## src/rtl/pic_isa_pkg.sv

```systemverilog
// ISA constants, ALU class codes and FSM state type shared by the
// PIC-style instruction decoder and its field-decode sub-module.
package pic_isa_pkg;

  // ALU class codes (alu_codigo)
  localparam logic [1:0] CODE_REG    = 2'b00;
  localparam logic [1:0] CODE_BIT    = 2'b01;
  localparam logic [1:0] CODE_BRANCH = 2'b10;
  localparam logic [1:0] CODE_LIT    = 2'b11;

  // Byte-op opcodes (instr[11:8] with class 00)
  localparam logic [3:0] OP_NOP    = 4'h0;
  localparam logic [3:0] OP_DECFSZ = 4'hB;
  localparam logic [3:0] OP_INCFSZ = 4'hF;

  // Bit-op ALU controls ({2'b01, instr[11:10]})
  localparam logic [3:0] OP_BCF   = 4'h4;
  localparam logic [3:0] OP_BSF   = 4'h5;
  localparam logic [3:0] OP_BTFSC = 4'h6;
  localparam logic [3:0] OP_BTFSS = 4'h7;

  typedef enum logic [1:0] {
    ST_IDLE,
    ST_EXEC,
    ST_WB,
    ST_SKIP
  } state_e;

  typedef enum logic [1:0] {
    WR_NONE,
    WR_W,
    WR_F
  } wr_dest_e;

  typedef enum logic [1:0] {
    SK_NONE,
    SK_ZERO,
    SK_BIT_CLR,
    SK_BIT_SET
  } skip_e;

endpackage

```

## src/rtl/pic_decode_fields.sv

```systemverilog
// Combinational decode of the instruction opcode bits (instr[13:7]) into
// ALU control/class/bit fields, write destination and skip classification.
// Branch decode outputs exist only when PIC_BRANCH_EN is defined.
module pic_decode_fields
  import pic_isa_pkg::*;
(
  input  logic [6:0] ir_op,       // instr[13:7]
  output logic [3:0] control,
  output logic [1:0] codigo,
  output logic [2:0] bit_idx,
  output wr_dest_e   wr_dest,
  output logic       ret,
  output skip_e      skip_type
`ifdef PIC_BRANCH_EN
  ,
  output logic       is_branch,
  output logic       is_call
`endif
);

  // Map instruction class and opcode bits to ALU fields and side effects
  always_comb begin
    control   = '0;
    codigo    = CODE_BRANCH;
    bit_idx   = '0;
    wr_dest   = WR_NONE;
    ret       = 1'b0;
    skip_type = SK_NONE;
`ifdef PIC_BRANCH_EN
    is_branch = 1'b0;
    is_call   = 1'b0;
`endif
    case (ir_op[6:5])
      CODE_REG: begin
        codigo  = CODE_REG;
        control = ir_op[4:1];
        // d=1 targets the file; d=0 targets W except the all-zero NOP
        if (ir_op[0])
          wr_dest = WR_F;
        else if (ir_op[4:1] != OP_NOP)
          wr_dest = WR_W;
        if (ir_op[4:1] == OP_DECFSZ || ir_op[4:1] == OP_INCFSZ)
          skip_type = SK_ZERO;
      end
      CODE_BIT: begin
        codigo  = CODE_BIT;
        control = {2'b01, ir_op[4:3]};
        bit_idx = ir_op[2:0];
        case ({2'b01, ir_op[4:3]})
          OP_BCF, OP_BSF: wr_dest   = WR_F;
          OP_BTFSC:       skip_type = SK_BIT_CLR;
          OP_BTFSS:       skip_type = SK_BIT_SET;
          default:        wr_dest   = WR_NONE;
        endcase
      end
      CODE_LIT: begin
        codigo  = CODE_LIT;
        control = ir_op[4:1];
        wr_dest = WR_W;
        ret     = (ir_op[4:3] == 2'b01);
      end
      default: begin
`ifdef PIC_BRANCH_EN
        is_branch = 1'b1;
        is_call   = ~ir_op[4];
`endif
      end
    endcase
  end

endmodule

```

## src/rtl/pic_instr_decoder.sv

```systemverilog
// PIC-style instruction decoder front end: accepts 14-bit words, sequences
// them through EXEC and WB, issues W/file write strobes and discards the
// word after a taken conditional skip.
// Optional macro PIC_BRANCH_EN adds jump/jump_target/call_push outputs.
module pic_instr_decoder
  import pic_isa_pkg::*;
#(
  parameter int unsigned ADDR_W = 7
`ifdef PIC_BRANCH_EN
  ,
  parameter int unsigned TGT_W  = 11
`endif
) (
  input  logic              clk,
  input  logic              rst_n,
  input  logic [13:0]       instr,
  input  logic              instr_valid,
  output logic              instr_ready,
  input  logic [7:0]        f_data,
  input  logic              alu_zero,
  output logic [3:0]        alu_control,
  output logic [1:0]        alu_codigo,
  output logic [2:0]        alu_bit,
  output logic [ADDR_W-1:0] file_addr,
  output logic [7:0]        literal,
  output logic              wr_w,
  output logic              wr_f,
  output logic              ret,
  output logic              skip_taken
`ifdef PIC_BRANCH_EN
  ,
  output logic              jump,
  output logic [TGT_W-1:0]  jump_target,
  output logic              call_push
`endif
);

  state_e      state_q, state_d;
  logic [13:0] ir_q, ir_d;

  logic [3:0]  dec_control;
  logic [1:0]  dec_codigo;
  logic [2:0]  dec_bit;
  wr_dest_e    dec_wr_dest;
  logic        dec_ret;
  skip_e       dec_skip;
  logic        skip_cond;
`ifdef PIC_BRANCH_EN
  logic        dec_branch;
  logic        dec_call;
`endif

  pic_decode_fields u_dec (
    .ir_op     (ir_q[13:7]),
    .control   (dec_control),
    .codigo    (dec_codigo),
    .bit_idx   (dec_bit),
    .wr_dest   (dec_wr_dest),
    .ret       (dec_ret),
    .skip_type (dec_skip)
`ifdef PIC_BRANCH_EN
    ,
    .is_branch (dec_branch),
    .is_call   (dec_call)
`endif
  );

  // ALU operand fields come straight from IR; class is forced to hold outside EXEC/WB
  assign alu_control = dec_control;
  assign alu_bit     = dec_bit;
  assign file_addr   = ir_q[ADDR_W-1:0];
  assign literal     = ir_q[7:0];
  assign alu_codigo  = (state_q == ST_EXEC || state_q == ST_WB) ? dec_codigo : CODE_BRANCH;

  // Skip condition: counters use the ALU zero flag, bit tests read f_data directly
  always_comb begin
    skip_cond = 1'b0;
    case (dec_skip)
      SK_ZERO:    skip_cond = alu_zero;
      SK_BIT_CLR: skip_cond = ~f_data[dec_bit];
      SK_BIT_SET: skip_cond = f_data[dec_bit];
      default:    skip_cond = 1'b0;
    endcase
  end

  // Next-state, IR capture and single-cycle strobes
  always_comb begin
    state_d     = state_q;
    ir_d        = ir_q;
    instr_ready = 1'b0;
    wr_w        = 1'b0;
    wr_f        = 1'b0;
    ret         = 1'b0;
    skip_taken  = 1'b0;
`ifdef PIC_BRANCH_EN
    jump        = 1'b0;
    jump_target = '0;
    call_push   = 1'b0;
`endif
    case (state_q)
      ST_IDLE: begin
        instr_ready = 1'b1;
        if (instr_valid) begin
          ir_d    = instr;
          state_d = ST_EXEC;
        end
      end
      ST_EXEC: state_d = ST_WB;
      ST_WB: begin
        wr_w = (dec_wr_dest == WR_W);
        wr_f = (dec_wr_dest == WR_F);
        ret  = dec_ret;
`ifdef PIC_BRANCH_EN
        jump        = dec_branch;
        jump_target = dec_branch ? ir_q[TGT_W-1:0] : '0;
        call_push   = dec_branch & dec_call;
`endif
        state_d = skip_cond ? ST_SKIP : ST_IDLE;
      end
      ST_SKIP: begin
        instr_ready = 1'b1;
        if (instr_valid) begin
          skip_taken = 1'b1;
          state_d    = ST_IDLE;
        end
      end
      default: state_d = ST_IDLE;
    endcase
  end

  // State and instruction register
  always_ff @(posedge clk or negedge rst_n) begin
    if (!rst_n) begin
      state_q <= ST_IDLE;
      ir_q    <= '0;
    end else begin
      state_q <= state_d;
      ir_q    <= ir_d;
    end
  end

endmodule
```

## config.mk

```make
export PLATFORM = sky130hd
export DESIGN_NAME = pic_instr_decoder
export DESIGN_NICKNAME = d
export VERILOG_FILES = /design/src/rtl/pic_isa_pkg.sv /design/src/rtl/pic_decode_fields.sv /design/src/rtl/pic_instr_decoder.sv
export SDC_FILE = /design/constraint.sdc
export NUM_CORES = 1
export LEC_CHECK = 0
export ABC_AREA = 1
export CAP_MARGIN = 0
export CORE_ASPECT_RATIO = 0.9
export CORE_UTILIZATION = 37
export DETAILED_ROUTE_END_ITERATION = 8
export PLACE_DENSITY = 0.87
export SLEW_MARGIN = 5
export SYNTH_ARGS = -nofsm -noshare
export SYNTH_HDL_FRONTEND = slang
export SYNTH_SLANG_ARGS = --single-unit
```

## constraint.sdc

```tcl
create_clock -name clk -period 1.4 [get_ports clk]
set_input_delay 0.28 -clock clk [delete_from_list [all_inputs] [get_ports clk]]
set_output_delay 0.28 -clock clk [all_outputs]
set_load 0.01 [all_outputs]
```

==> results of run 1 <==
## Yosys cell counts (3+ instances only)
cell type	instances	area, µm²
sky130_fd_sc_hd__dfrtp_1	16	400
sky130_fd_sc_hd__o21ai_0	4	20.0
sky130_fd_sc_hd__nor2_1	19	71.3
sky130_fd_sc_hd__inv_1	23	86.3
sky130_fd_sc_hd__a21oi_1	10	50.1
sky130_fd_sc_hd__ha_1	8	100
sky130_fd_sc_hd__buf_4	16	120
sky130_fd_sc_hd__nand2_1	17	63.8
sky130_fd_sc_hd__nand3_1	7	35.0
sky130_fd_sc_hd__nand2_2	4	25.0
sky130_fd_sc_hd__nand4_1	3	18.8
sky130_fd_sc_hd__mux2_2	7	78.8
## per-stage QoR
step                setup TNS (ns)  instance area (µm²)
floorplan                   -0.112                 1220
global placement             -7.29                 1960
detailed placement           -8.15                 1960
CTS                          -5.31                 2120
global route                 -6.57                 2240
finish                       -5.50                 2240
## power groups by stage
stage / sequential [W] / clock (W) / combinational (W)
2_1_floorplan: 0.000867 / 0 / 0.00184
3_3_place_gp: 0.000844 / 0 / 0.00335
3_5_place_dp: 0.000859 / 0 / 0.00344
4_1_cts: 0.000849 / 0.000307 / 0.00365
5_1_grt: 0.000886 / 0.000329 / 0.00435
6_report: 0.000851 / 0.000291 / 0.00409
## timing repair
item / CTS / global route
buffers inserted: 12 / 2
gates resized for setup: 103 / 30
pin swaps: 10 / 18
setup endpoints to repair: 31 / 17
## final cells by class
type,instances,area (µm²)
flip-flops and latches,16,400
inverters,24,97.6
well taps,40,50.0
fillers,194,618
clock buffers,4,36.3
multi-input cells,88,761
repair buffers,101,897
## registers in the layout (all words and copies together) (netlist names)
signal and count:
ir_q 14, state_q 2
## path summary, 6_finish.rpt
kind	start	endpoint	cells past startpoint
max	ir_q[13]	state_q[1]	13
min	rst_n	ir_q[2]	2
max reg2reg	ir_q[13]	state_q[1]	13
min reg2reg	ir_q[1]	ir_q[1]	1
max in group asynchronous	rst_n	ir_q[3]	2
min in group clk	ir_q[1]	ir_q[1]	1
## worst max-delay path, delay by kind of cell (launching register included)
kind,cells,cell delay [ns]
buffers and inverters,4,0.50
adder cells (fa/ha/maj),1,0.17
AND/OR/NAND/NOR,7,0.57
AO/OA/AOI/OAI,1,0.15
flip-flops,1,0.42
## cells by family (layout without fill, tap and decap cells)
kind of cell / count (synthesis) / after routing / share of synthesized area (%)
AOI/OAI and AO/OA: 17 / 17 / 8.50
adders and majority gates: 8 / 8 / 8.61
buffers and inverters: 42 / 129 / 18.9
DFF: 16 / 16 / 34.4
muxes: 7 / 7 / 6.78
and+or+nand+nor: 56 / 56 / 22.7
## metal layers
layer	GRT usage, %	wire, µm	up-vias
met5	0	0	-
met4	7.95	29	0
met3	2.33	170	6
met2	40.2	1940	51
met1	23.6	1490	608
li1	-	-	623
==> impl_results.md, run 1 <==
* Insertion delay to the later sink of the worst-skew pair at 0.28 ns
* Switch share at 42.4%
* Category of the critical setup timing path: reg -> reg
* Data required time of the critical path at 1.61 ns
* Worst-Margin Slew at 0.235 ns
* Share of flip-flops with an asynchronous set or reset after synthesis at 100%
* Die boundary width at 61.1 µm
* Buffer depth of the longest clock path at 2
* Critical Path Slowest Stage Cell: sky130_fd_sc_hd__dfrtp_1
* Clock Root Buffer: sky130_fd_sc_hd__clkbuf_4
* H-tree lvl count at 1
* Netlist area before placement at 1160 µm²
* Internal power contribution at 0.00301 W
* Number of clock buffers inserted by TritonCTS at 3
* Highest ir drop seen on vdd at 1.24 mV
* Tmin final at 1.87 ns
* Combinational cell fraction of total power at 78.2%
* Number of nets with antenna violations after detailed routing at 0
* Number of antenna violations at the first check in global routing at 0
* Number of synthesized register bits at 16
* Dominant synthesized flop cell: sky130_fd_sc_hd__dfrtp_1
* Hold-fix buffers at CTS at 0
* Global route overflow at 0
* Lkg Pwr at 1.10 nW
* Max-slew violation count at 0
* Setup crit end kind: register
* Startpoint class of the critical path: register
* Non-filler cells, final at 273
* Share of layout cells above drive strength 1 at 53.6%
* TritonCTS clock tree: built
* Maximum clock frequency at 534 MHz
* Commonest non-fill, non-tap cell in the layout: sky130_fd_sc_hd__buf_4
* Distinct cell type count of the synthesized netlist at 22
* Net count after synthesis at 180
* Commonest cells after routing, fill and taps aside: sky130_fd_sc_hd__buf_4 (37), sky130_fd_sc_hd__clkdlybuf4s50_1 (25), sky130_fd_sc_hd__nor2_1 (17), sky130_fd_sc_hd__buf_6 (17), sky130_fd_sc_hd__dfrtp_1 (16)
* Total routed wirelength at 3640 µm
* Sequential group share of total power at 16.3%
* Final hold slack at 0.308 ns
* Cell count after synthesis at 146
* Worst min path class: in -> async
* HPWL reported at the end of detailed placement at 2370 µm
* Flop2flop setup slack at -0.47 ns
* Final setup violation count at 16
* Switching power at 0.00222 W
* Hold Fails Final Rpt at 0
* Status: finished, violations left
* GRT Total Usage at 20.9%
* Dpl ws at -0.538 ns
* Inserted Diodes at 0
* Wire length of the first global-routing pass at 5170 µm
* Detailed-route vias per instance at 4.72
* Final Total Pwr at 0.00523 W
* Largest incremental delay on the critical path at 0.42 ns
* Avg WL per Cell at 13.3 µm
* Violated checks: setup timing
* Post-route worst setup slack at -0.473 ns
* Final cycle utilization of the critical path at 134%
* Sequential area share after synthesis at 34.4%
* Area growth, synth to finish at 92.9%
* Post-placement cell count at 258
* CP Cell Sequence: inv_2 > buf_6 > ha_4 > buf_6 > nand2_4 > buf_6 > nand2_2 > nand3_2 > nand2_2 > nand2_2 > nand4_1 > nand3_4 > a21oi_2
* Via count of the first global-routing pass at 1261
* Ratio of total power to cell area at 2330 nW/µm²
* Port buffer count at 54
* Core Box Area at 2860 µm²
* Overall die area at 3370 µm²
* Signal arrival time at the worst endpoint at 2.08 ns
* Clk pin slew, worst setup/hold paths at 0.09 ns
* Setup repair after global routing missed its margin: yes
* Clk pwr share at 5.6%
* Relative slew margins at 84.3%
* Max-Cap Viols at 0
* Total number of nets in the final design at 268
* Number of cell rows at 18
* Syn. warnings at 0
* Starting Density at 40.6%
* Overall via count from detail_route at 1288
* Clock sink count at 16
* I/O pin count at 55
* Drt initial violations at 24
* Gp weighted congestion at 0.787
* Count of flip-flops with a built-in enable after synthesis at 0
* Mean Syn Cell Area at 7.96 µm²
* Die Ht at 55.2 µm
* Maximum fanout along the worst path at 6
* Final standard cell utilization of the core at 78.4%
* Total iterations of the first detailed-routing run at 4
* Total DRC errors in the routed layout at 0
* Pin count of the biggest net entering global routing at 17
* Worst Skew at 0.00186 ns
(Power assumes the default switching activity.)
==> run 2, diff against run 1 <==
--- a/config.mk
+++ b/config.mk
@@ -6,11 +6,12 @@
 export NUM_CORES = 1
 export LEC_CHECK = 0
 export ABC_AREA = 1
-export CAP_MARGIN = 0
+export CAP_MARGIN = 10
 export CORE_ASPECT_RATIO = 0.9
 export CORE_UTILIZATION = 37
 export DETAILED_ROUTE_END_ITERATION = 8
 export PLACE_DENSITY = 0.87
+export REMOVE_ABC_BUFFERS = 1
 export SLEW_MARGIN = 5
 export SYNTH_ARGS = -nofsm -noshare
 export SYNTH_HDL_FRONTEND = slang
==> run 2 against run 1 <==
  * The run still ends with setup timing left
  * Die area stayed put
  * Count of clock-buffer cells in the layout stayed put
  * Sequential share of layout area is 1.1 points higher
  * Cell count is 2.9% lower
  * Setup slack worse by 0.057 ns
  * Core utilization is 4.7 points lower
  * Global-route usage is 2.0 points higher
  * Critical endpoint is now wr_w
==> impl_results.md, run 2 (synthesized netlist as in run 1, its figures left out) <==
* Number of flip-flops in the largest register at 14
* Ratio of total power to cell area at 2260 nW/µm²
* Share of layout cells above drive strength 1 at 48.4%
* Final hold slack at 0.302 ns
* Worst-Margin Slew at 0.224 ns
* Tmin final at 1.93 ns
* Post-route worst setup slack at -0.530 ns
* Number of buffer and inverter instances along the worst setup path at 4
* Violated checks: setup timing
* Total number of nets in the final design at 260
* Drt initial violations at 13
* Global route overflow at 0
* Max-slew violation count at 0
* Total DRC errors in the routed layout at 0
* Number of cell rows at 18
* Data required time of the critical path at 1.12 ns
* Clock Root Buffer: sky130_fd_sc_hd__clkbuf_4
* Worst min path class: in -> async
* Overall die area at 3370 µm²
* Detailed-route vias per instance at 4.72
* Biggest registers after layout: ir_q (14), state_q (2)
* Worst Skew at 0.00989 ns
* Wire length of the first global-routing pass at 5530 µm
* Buffer depth of the longest clock path at 2
* Starting Density at 40.6%
* Commonest cells after routing, fill and taps aside: sky130_fd_sc_hd__buf_4 (28), sky130_fd_sc_hd__clkdlybuf4s50_1 (25), sky130_fd_sc_hd__nor2_1 (17)
* Max-Cap Viols at 0
* Status: finished, violations left
* Final cycle utilization of the critical path at 138%
* GRT Total Usage at 22.9%
* Hold-fix buffers at CTS at 0
* Cell occurring most often along the worst timing path: sky130_fd_sc_hd__buf_6
* Overall via count from detail_route at 1250
* Gp weighted congestion at 0.860
* Dpl ws at -0.685 ns
* Inserted Diodes at 0
* Setup crit end kind: output port
* Final setup violation count at 16
* Top Family by Delay on Critical Path: buffers and inverters
* Number of antenna violations at the first check in global routing at 0
* Number of clock buffers inserted by TritonCTS at 3
* Maximum clock frequency at 518 MHz
* Relative slew margins at 85.0%
* Largest incremental delay on the critical path at 0.42 ns
* Critical Path Slowest Stage Cell: sky130_fd_sc_hd__dfrtp_1
* Hold Fails Final Rpt at 0
* Finished layout cell area at 2110 µm²
* CP Cell Sequence: inv_2 > buf_6 > buf_6 > nand4_1 > o21ai_1 > nand2_1 > nor2_1 > buf_2
* Highest ir drop seen on vdd at 1.37 mV
* Core Box Area at 2860 µm²
* Category of the critical setup timing path: reg -> out
* Startpoint class of the critical path: register
* Total routed wirelength at 3560 µm
* HPWL reported at the end of detailed placement at 2410 µm
* Port buffer count at 54
* I/O pin count at 55
* Insertion delay to the later sink of the worst-skew pair at 0.29 ns
* Clock sink count at 16
* Most flop-heavy register: ir_q
* Lkg Pwr at 1.05 nW
* Signal arrival time at the worst endpoint at 1.65 ns
* Fillers at 216
* H-tree lvl count at 1
* Number of nets with antenna violations after detailed routing at 0
* Area growth, synth to finish at 81.3%
* TritonCTS clock tree: built
* Die boundary width at 61.1 µm
* Clk pin slew, worst setup/hold paths at 0.10 ns
* Setup repair after global routing missed its margin: yes
* Setup Total Neg Slack at -5.39 ns
* DP Area at 1860 µm²
* Die Ht at 55.2 µm
* Commonest non-fill, non-tap cell in the layout: sky130_fd_sc_hd__buf_4
* Pin count of the biggest net entering global routing at 17
* Total iterations of the first detailed-routing run at 4
* Via count of the first global-routing pass at 1294
* Avg WL per Cell at 13.4 µm
* Maximum fanout along the worst path at 4
* Final Total Pwr at 0.00477 W
-- run 2: cell count changes in the layout (fill, tap and decap cells not counted), sizes merged --
cell	delta
buf	-9
clkdlybuf4s15	+2
dlygate4sd2	-1
-- run 2: final timing paths --
kind                           from         end  slack (ns)  depth (start not counted)
setup / recovery           ir_q[13]        wr_w       -0.53                          8
hold / removal                rst_n     ir_q[6]        0.30                          2
setup reg to reg           ir_q[13]  state_q[0]       -0.31                         12
hold reg to reg             ir_q[3]     ir_q[3]        0.54                          1
max in group asynchronous     rst_n    ir_q[13]        0.91                          2
min in group clk            ir_q[3]     ir_q[3]        0.54                          1
-- run 2: layout make-up --
| class | instances | area (µm²) | share of cell area, % |
|---|---|---|---|
| well taps | 40 | 50.0 | 2.38 |
| repair buffers | 93 | 843 | 40.0 |
| flip-flops and latches | 16 | 400 | 19.0 |
| clock buffers | 4 | 36.3 | 1.72 |
| inverters | 24 | 95.1 | 4.51 |
| multi-input cells | 88 | 682 | 32.4 |
-- run 2: metrics by stage --
stage / cells / utilization (%)
6_report: 265 / 73.7
5_1_grt: 265 / 73.7
4_1_cts: 261 / 71.4
3_5_place_dp: 252 / 65.1
3_3_place_gp: 252 / 65.1
2_1_floorplan: 128 / -
-- run 2: timing repair --
action,in CTS,in global routing
cloned,1,0
pin swaps,6,5
setup endpoints to repair,31,28
setup buffers,5,5
resized for setup,117,20
-- run 2: metal layers --
layer	wire length [µm]	global-route usage, %	vias to the layer above
li1	-	-	604
met1	1310	22.8	586
met2	1930	45.7	52
met3	251	6.05	8
met4	65	7.95	0
met5	0	0	-
-- run 2: power by group --
group | internal (W) | switching [W]
combinational | 0.00190 | 0.00169
sequential | 0.000692 | 0.000184
clock | 0.000158 | 0.000148
==> run 3, diff against run 2 <==
--- a/config.mk
+++ b/config.mk
@@ -8,9 +8,10 @@
 export ABC_AREA = 1
 export CAP_MARGIN = 10
 export CORE_ASPECT_RATIO = 0.9
-export CORE_UTILIZATION = 37
+export CORE_UTILIZATION = 56
 export DETAILED_ROUTE_END_ITERATION = 8
-export PLACE_DENSITY = 0.87
+export DONT_BUFFER_PORTS = 1
+export PLACE_DENSITY = 0.85
 export REMOVE_ABC_BUFFERS = 1
 export SLEW_MARGIN = 5
 export SYNTH_ARGS = -nofsm -noshare
==> run 3 against run 2 <==
  * Total power is 10% lower
  * Design area is 25% lower
  * Register-to-register slack lost 0.02 ns
  * Non-clock buffer count decreased by 59
  * Critical path depth decreased by 3
  * Largest cell class is now multi-input gates
  * Via count fell by 15%
  * The flow still finishes with violations (setup timing)
  * Clock power decreased by 23%
  * Combinational power fell by 17%
==> impl_results.md, run 3 (synthesized netlist as in run 1, its figures left out) <==
* Status: finished, violations left
* Violated checks: setup timing
* Number of cell rows at 15
* Drt initial violations at 41
* Worst-Margin Slew at 0.755 ns
* Post-route worst setup slack at -0.475 ns
* Final setup violation count at 15
* Maximum clock frequency at 533 MHz
* Inserted Diodes at 0
* Reg-to-reg critical path endpoint: state_q[1]
* Clock sink count at 16
* Worst min path class: in -> reg
* Ratio of total power to cell area at 2700 nW/µm²
* Start point of the worst hold path: instr[6]
* Relative slew margins at 49.5%
* Number of antenna violations at the first check in global routing at 0
* Hold Fails Final Rpt at 0
* Final standard cell utilization of the core at 81.9%
* Max-Cap Viols at 0
* Share of layout cells above drive strength 1 at 55.8%
* Setup repair after global routing missed its margin: yes
* Data required time of the critical path at 1.12 ns
* Multi-input gate area at 736 µm²
* Tmin final at 1.88 ns
* Core Box Area at 1930 µm²
* Final cycle utilization of the critical path at 134%
* M3 GR Usage at 4.38%
* Buffer depth of the longest clock path at 2
* Global route overflow at 0
* Setup crit end kind: output port
* Gp weighted congestion at 0.815
* Avg WL per Cell at 17.2 µm
* Overall die area at 2260 µm²
* Max-slew violation count at 0
* Commonest cells after routing, fill and taps aside: sky130_fd_sc_hd__buf_4 (26), sky130_fd_sc_hd__nor2_1 (15), sky130_fd_sc_hd__dfrtp_1 (15)
* Highest ir drop seen on vdd at 1.87 mV
* TritonCTS clock tree: built
* H-tree lvl count at 1
* Number of clock buffers inserted by TritonCTS at 3
* Wire length of the first global-routing pass at 4110 µm
* Area growth, synth to finish at 36.3%
* Busiest metal layer after global routing: met2
* Pin count of the biggest net entering global routing at 17
* Total routed wirelength at 3260 µm
* Lkg Pwr at 0.762 nW
* Start of the worst register-to-register path: ir_q[12]
* Total number of nets in the final design at 201
* Number of nets with antenna violations after detailed routing at 0
* Biggest registers after layout: ir_q (14), state_q (2)
* Most flop-heavy register: ir_q
* Via count of the first global-routing pass at 1006
* Signal arrival time at the worst endpoint at 1.60 ns
* Starting Density at 60.1%
* GR met2 Demand/Resource at 44.8%
* Number of flip-flops in the largest register at 14
* Flop2flop setup slack at -0.33 ns
* Worst hold path endpoint: ir_q[6]
* Fillers at 123
* Met1 GRT Util at 27.7%
* GRT Total Usage at 25.4%
* Startpoint class of the critical path: register
* Die boundary width at 50.0 µm
* Final hold slack at 0.136 ns
* Commonest non-fill, non-tap cell in the layout: sky130_fd_sc_hd__buf_4
* Maximum fanout along the worst path at 4
* Number of cells on the worst reg-to-reg path at 12
* Total iterations of the first detailed-routing run at 4
* HPWL reported at the end of detailed placement at 1920 µm
* Clock Root Buffer: sky130_fd_sc_hd__clkbuf_4
* Worst Skew at 0.00531 ns
* Category of the critical setup timing path: reg -> out
* Depth of the worst hold-timing path at 1
* Total DRC errors in the routed layout at 0
* Port buffer count at 0
* Clk pin slew, worst setup/hold paths at 0.09 ns
* I/O pin count at 55
* Sequential standard cell area at 402 µm²
* Overall via count from detail_route at 1057
* Detailed-route vias per instance at 5.56
* Insertion delay to the later sink of the worst-skew pair at 0.29 ns
* Die Ht at 45.2 µm
## run 3: worst max-delay path by stage
stage,to,cells past startpoint,slack (ns),start
detailed placement,state_q[1],13,-0.29,ir_q[13]
CTS,alu_control[1],5,-0.40,ir_q[13]
global placement,alu_control[2],5,-0.21,ir_q[13]
finish,alu_control[1],5,-0.48,ir_q[12]
global route,alu_control[1],5,-0.51,ir_q[12]
floorplan,wr_f,6,-0.24,ir_q[13]
## run 3: timing repair
action	CTS	global route
endpoints found under the hold margin	16	0
endpoints found under the setup margin	30	16
hold buffers	1	0
buffers inserted	6	3
pin swaps	5	8
gates resized for setup	32	35
## run 3: worst max-delay path: stages (launching register included)
cell and delay, ns:
sky130_fd_sc_hd__dfrtp_1 0.42, sky130_fd_sc_hd__inv_2 0.13, sky130_fd_sc_hd__ha_4 0.22, sky130_fd_sc_hd__or2_4 0.28, sky130_fd_sc_hd__o22ai_2 0.11, sky130_fd_sc_hd__buf_4 0.15
## run 3: cell type report
type                    count  share of cell area (%)
repair buffers             34                    18.2
clock buffers               3                    1.42
well taps                  25                    1.97
inverters                  24                    6.64
flip-flops and latches     16                    25.4
multi-input cells          88                    46.4
## run 3: per-stage QoR
step / instances / setup WS (ns) / cell area (µm²) / total power, W / setup TNS (ns)
after floorplan: 128 / -0.242 / 1030 / 0.00216 / -2.23
after detailed placement: 177 / -0.293 / 1240 / 0.00294 / -3.33
after CTS: 187 / -0.399 / 1420 / 0.00363 / -4.43
after global placement: 177 / -0.213 / 1240 / 0.00284 / -1.71
after global routing: 190 / -0.507 / 1580 / 0.00451 / -5.58
final: 190 / -0.475 / 1580 / 0.00428 / -4.87
## run 3: layer usage
| metal | routed length, µm | vias to the layer above |
|---|---|---|
| li1 | - | 490 |
| met1 | 1300 | 486 |
| met2 | 1620 | 68 |
| met3 | 209 | 13 |
| met4 | 132 | 0 |
| met5 | 0 | - |
## run 3: power by group
part | switching [W] | total [W] | internal, W | leakage [nW]
Combinational | 0.00155 | 0.00297 | 0.00142 | 0.567
Sequential | 0.000382 | 0.00108 | 0.000693 | 0.181
Clock | 0.000136 | 0.000236 | 0.000100 | 0.0138
